--- src/rtl/ped_crossing_ctrl.sv ---
// Pedestrian crossing controller downstream of the vehicle traffic-light FSM.
// WALK is granted only while vehicles see steady red-only. The controller aborts to
// STOP as soon as that condition is lost, and latches a sticky fault when it sees an
// illegal vehicle lamp combination.
module ped_crossing_ctrl #(
    parameter int unsigned RED_SETTLE = 1,
    parameter int unsigned TIME_WALK  = 8,
    parameter int unsigned TIME_FLASH = 8,
    parameter int unsigned FLASH_HALF = 2,
    parameter int unsigned CNT_W      = 10
) (
    input  logic       clk,
    input  logic       rst,
    input  logic       veh_red,
    input  logic       veh_yellow,
    input  logic       veh_green,
    input  logic       btn,
    output logic       walk,
    output logic       dont_walk,
    output logic       wait_lamp,
    output logic       fault,
    output logic [7:0] cross_count
);

    typedef enum logic [2:0] {StStop, StWalk, StFlash, StClear, StFault} state_e;

    localparam logic [CNT_W-1:0] CntOne    = CNT_W'(1);
    localparam logic [CNT_W-1:0] WalkLast  = CNT_W'(TIME_WALK - 1);
    localparam logic [CNT_W-1:0] FlashLast = CNT_W'(TIME_FLASH - 1);
    localparam logic [CNT_W-1:0] FlashHalf = CNT_W'(FLASH_HALF);
    localparam logic [3:0]       RedSettle = 4'(RED_SETTLE);

    state_e           state_q, state_d;
    logic [CNT_W-1:0] cnt_q, cnt_d;
    logic [3:0]       red_cnt_q, red_cnt_d;
    logic             req_q, req_d;
    logic [7:0]       cross_q, cross_d;
    logic             btn_q;
    logic             walk_q, dont_walk_q, wait_q, fault_q;
    logic             walk_d, dont_walk_d;

    logic             red_only, legal, illegal, rise, enter_walk;
    logic [CNT_W-1:0] flash_idx;

    // Lamp decode: legal combinations are R, R+Y, G and Y; everything else is a fault.
    always_comb begin
        red_only = veh_red & ~veh_yellow & ~veh_green;
        legal    = red_only
                 | ( veh_red &  veh_yellow & ~veh_green)
                 | (~veh_red & ~veh_yellow &  veh_green)
                 | (~veh_red &  veh_yellow & ~veh_green);
        illegal  = ~legal;
        rise     = btn & ~btn_q;
    end

    // Red settle counter saturates at 15 and clears on any non-red-only cycle.
    always_comb begin
        red_cnt_d = 4'd0;
        if (red_only) begin
            red_cnt_d = (red_cnt_q == 4'd15) ? 4'd15 : red_cnt_q + 4'd1;
        end
    end

    // Next state, phase counter, request latch and crossing counter.
    always_comb begin
        state_d    = state_q;
        cnt_d      = cnt_q;
        cross_d    = cross_q;
        enter_walk = 1'b0;
        if (illegal) begin
            state_d = StFault;
            cnt_d   = '0;
        end else begin
            unique case (state_q)
                StStop: begin
                    if (req_q && red_only && (red_cnt_q >= RedSettle)) begin
                        state_d    = StWalk;
                        cnt_d      = '0;
                        enter_walk = 1'b1;
                        cross_d    = cross_q + 8'd1;
                    end
                end
                StWalk: begin
                    if (!red_only) begin
                        state_d = StStop;
                        cnt_d   = '0;
                    end else if (cnt_q == WalkLast) begin
                        state_d = StFlash;
                        cnt_d   = '0;
                    end else begin
                        cnt_d = cnt_q + CntOne;
                    end
                end
                StFlash: begin
                    if (!red_only) begin
                        state_d = StStop;
                        cnt_d   = '0;
                    end else if (cnt_q == FlashLast) begin
                        state_d = StClear;
                        cnt_d   = '0;
                    end else begin
                        cnt_d = cnt_q + CntOne;
                    end
                end
                StClear: begin
                    // Requests are only served once a fresh red phase has started.
                    if (!red_only) begin
                        state_d = StStop;
                    end
                end
                StFault: begin
                    state_d = StFault;
                end
                default: begin
                    state_d = StFault;
                end
            endcase
        end

        req_d = req_q;
        if (state_d == StFault || enter_walk) begin
            req_d = 1'b0;
        end else if (rise && (state_q == StStop || state_q == StFlash
                              || state_q == StClear)) begin
            req_d = 1'b1;
        end
    end

    // Outputs are decoded from the next state so the registered lamps track state_q.
    always_comb begin
        flash_idx   = cnt_d / FlashHalf;
        walk_d      = (state_d == StWalk);
        dont_walk_d = (state_d == StFlash) ? ~flash_idx[0] : (state_d != StWalk);
    end

    // State, counters and registered outputs; synchronous reset.
    always_ff @(posedge clk) begin
        if (rst) begin
            state_q     <= StStop;
            cnt_q       <= '0;
            red_cnt_q   <= 4'd0;
            req_q       <= 1'b0;
            cross_q     <= 8'd0;
            btn_q       <= 1'b1;
            walk_q      <= 1'b0;
            dont_walk_q <= 1'b1;
            wait_q      <= 1'b0;
            fault_q     <= 1'b0;
        end else begin
            state_q     <= state_d;
            cnt_q       <= cnt_d;
            red_cnt_q   <= red_cnt_d;
            req_q       <= req_d;
            cross_q     <= cross_d;
            btn_q       <= btn;
            walk_q      <= walk_d;
            dont_walk_q <= dont_walk_d;
            wait_q      <= req_d;
            fault_q     <= (state_d == StFault);
        end
    end

    assign walk        = walk_q;
    assign dont_walk   = dont_walk_q;
    assign wait_lamp   = wait_q;
    assign fault       = fault_q;
    assign cross_count = cross_q;

endmodule

--- config.mk ---
export PLATFORM = sky130hd
export DESIGN_NAME = ped_crossing_ctrl
export DESIGN_NICKNAME = d
export VERILOG_FILES = /design/src/rtl/ped_crossing_ctrl.sv
export SDC_FILE = /design/constraint.sdc
export NUM_CORES = 1
export LEC_CHECK = 0
export CAP_MARGIN = 20
export CORE_ASPECT_RATIO = 1.5
export CORE_MARGIN = 2
export CORE_UTILIZATION = 61
export CTS_BUF_LIST = sky130_fd_sc_hd__clkbuf_8
export CTS_CLUSTER_SIZE = 10
export DETAILED_ROUTE_END_ITERATION = 10
export GPL_TIMING_DRIVEN = 0
export PLACE_DENSITY = 0.87
export SYNTH_ARGS = -nofsm -noshare
export SYNTH_HDL_FRONTEND = slang
export SYNTH_SLANG_ARGS = --single-unit
--- constraint.sdc ---
create_clock -name clk -period 2.9 [get_ports clk]
set_input_delay 0.58 -clock clk [delete_from_list [all_inputs] [get_ports clk]]
set_output_delay 0.58 -clock clk [all_outputs]
set_load 0.01 [all_outputs]
==> results.py <==
metrics = {
    "global_route": {
        "grt_use_total_pct": 24.9,
        "grt_max_degree": 11,
        "antenna_found_initial": 0,
        "grt_pass1_wl_mm": 5.20,
        "grt_pass1_vias": 1201,
        "overflow": 0,
    },
    "route": {
        "routedWlPerCell_um": 14.1,
        "vias_per_cell": 6.03,
        "drtAntennaViolNets": 0,
        "first_iter_violations": 32,
        "vias": 1297,
        "routed_wl_mm": 3.03,
        "drc": 0,
        "dr.pass1.iters": 4,
    },
    "die": {
        "fp.dieH_um": 63.4,
        "dieArea_mm2": 0.00276,
        "core_mm2": 0.00223,
        "die_x_um": 43.6,
        "rows": 21,
        "start_util_pct": 64.3,
        "boundaryPins": 18,
    },
    "logic_synthesis": {
        "syn-cell-area_mm2": 0.00144,
        "synth_most_common_cell": "dfxtp_1",
        "synthDistinctLibCells": 39,
        "synthesis.nets": 178,
        "avgSynthCellArea_um2": 8.59,
        "syn_inst": 167,
        "yosysTopAreaCell": "dfxtp_1",
        "synth-seq-cells": 30,
        "synthArstFlopShare_pct": 0,
        "synth_edf_count": 0,
        "synth_area_leaders": "dfxtp_1, nor2_1, ha_1",
        "synth_top_area_share_pct": 41.8,
        "synth_warnings": 0,
        "synth_ff_type": "dfxtp_1",
        "ys_seq_area_share_pct": 41.8,
        "synthTopCellsByCount": "dfxtp_1, nor2_1, nand2_1",
    },
    "worst_setup_path": {
        "slowest_stage": "a21boi_1",
        "worst_r2r_endpoint": "cnt_q[8]",
        "path_class": "primary input to register",
        "r2r_cells": 7,
        "r2r-start": "red_cnt_q[0]",
        "crit_start": "veh_yellow",
        "critPathMaxFanout": 10,
        "critPathMaxStageDelay_ns": 0.60,
        "cp-end-kind": "register",
        "cp-endpoint": "cnt_q[8]",
        "crit_required_ns": 3.08,
        "regToRegSetupSlack_ns": 0.71,
        "crit_chain": "clkdlybuf4s50_1 -> nor3b_1 -> nand3_1 -> a21boi_1 -> o21ai_0 -> a32o_1",
        "crit_arrival_ns": 2.62,
        "crit_path_start_kind": "primary input",
    },
    "outcome": {
        "status": "complete, no violations",
    },
    "placement": {
        "hpwl_mm": 2.18,
        "dp.cells": 207,
        "gp_congestion": 0.857,
        "postPlaceCellArea_mm2": 0.00163,
        "numPortBuffers": 17,
        "dp_slack_ns": 0.208,
    },
    "clock_network": {
        "htree_levels": 2,
        "cts_tree": "built",
        "cts_resized": 0,
        "clock_latency_ns": 0.28,
        "postCtsSetupRepairBufs": 0,
        "ctsHoldBuffers": 0,
        "path_clk_slew_ns": 0.07,
        "clk_path_buf_depth": 2,
        "clkSinkCount": 30,
        "clockRootBuffer": "clkbuf_8",
        "cts_buffers": 5,
    },
    "final_layout": {
        "syn_to_final_growth_pct": 21.4,
        "final_cells": 215,
        "nFillCells": 145,
        "antenna-diode-count": 0,
        "drive_gt1_share_pct": 8.33,
        "final_area_mm2": 0.00174,
        "fin_nets": 202,
    },
    "timing": {
        "fin_crit_sh_pct": 84.0,
        "hold_viol": 0,
        "rsz0062_at_grt": "false",
        "min_period_ns": 2.44,
        "worst_pin_slew_ns": 0.722,
        "fin_ws_ns": 0.465,
        "slew_viol_final": 0,
        "setup_tns_ns": 0,
        "skew_ns": 0.00733,
        "max_freq_mhz": 411,
        "setup_violations": 0,
        "relSlewSlack_pct": 51.8,
    },
    "power_and_ir_drop": {
        "power_density_mw_per_mm2": 496,
        "ir_drop_mv": 0.453,
        "p_leak_nw": 0.591,
    },
    "worst_hold_path": {
        "min_from": "cross_count[1]",
        "hp-class": "register to register",
    },
    "job": {
        "maxCapViolations": 0,
    },
}
-- worst min path at each step --
stage	endpoint	slack, ns	depth (start not counted)
after floorplan	cnt_q[7]	0.48	1
after CTS	cross_count[1]	0.51	2
after detailed placement	cross_count[1]	0.50	2
after global routing	cross_count[1]	0.53	2
final	cross_count[1]	0.52	2
after global placement	cross_count[1]	0.48	2
-- through the flow --
step                      utilization, %  power [W]  hold WS (ns)
after floorplan                        -   0.000445         0.476
after global placement              73.2   0.000462         0.480
after detailed placement            73.2   0.000463         0.498
after CTS                           78.0   0.000872         0.509
after global routing                78.0   0.000893         0.528
final                               78.0   0.000865         0.519
-- sequential cells by signal (all words and copies together), names as in the netlist --
signal and flops:
cnt_q 10, cross_count 8, red_cnt_q 4, state_q 3, btn_q 1, dont_walk 1
fault 1, wait_lamp 1, walk 1
-- cells in the final DEF (no fill, tap or decap), types with 3 or more instances in the layout --
cell type        count
nor4_1               3
a311oi_1             3
a21oi_1              8
nand2_1             15
dfxtp_1             30
and3_1               3
clkdlybuf4s50_1     17
clkbuf_8             5
o22ai_1              3
xor2_1               3
nand2b_1             4
ha_1                 5
nand4_1              3
clkbuf_1             5
a31oi_1              4
inv_1                6
nor2_1              17
xnor2_1              4
o21ai_0              3
nand3_1             10
or3_1                4
nor3_1              11
-- cell families (layout without fill, tap and decap cells) --
group,after synthesis,after routing,synth area share (%)
and+or+nand+nor,81,81,30.0
DFF,30,30,41.8
AOI/OAI and AO/OA,29,29,13.6
buffers and inverters,12,37,3.66
xor gates and xnor gates,7,7,4.27
adders and majority gates,5,5,4.36
muxes,3,3,2.27
-- critical path, delay by kind of cell --
family / cells / cell delay [ns]
AO/OA/AOI/OAI: 3 / 1.08
buffers and inverters: 1 / 0.51
AND/OR/NAND/NOR: 2 / 0.45
-- routing by layer --
layer	GRT usage (%)	share of wire, %	vias up
met2	42.5	54	23
met4	14.4	3.4	0
met5	0	0	-
li1	-	-	650
met1	25.8	39	612
met3	7.16	2.8	12
-- cell type report --
class,instances,area (um2),area share [%]
Buffer,6,30.0,1.72
Timing Repair Buffer,17,170,9.76
Multi-Input combinational cell,125,782,44.9
Clock buffer,5,68.8,3.95
Tap cell,23,28.8,1.65
Sequential cell,30,601,34.5
Clock inverter,3,40.0,2.30
Inverter,6,22.5,1.29
-- where the power goes --
| part | internal, W | switching [W] | leakage, nW |
|---|---|---|---|
| Clock | 0.000252 | 0.000158 | 0.0579 |
| Combinational | 0.0000166 | 0.0000180 | 0.291 |
| Sequential | 0.000416 | 0.00000394 | 0.243 |
(Power assumes the default switching activity.)
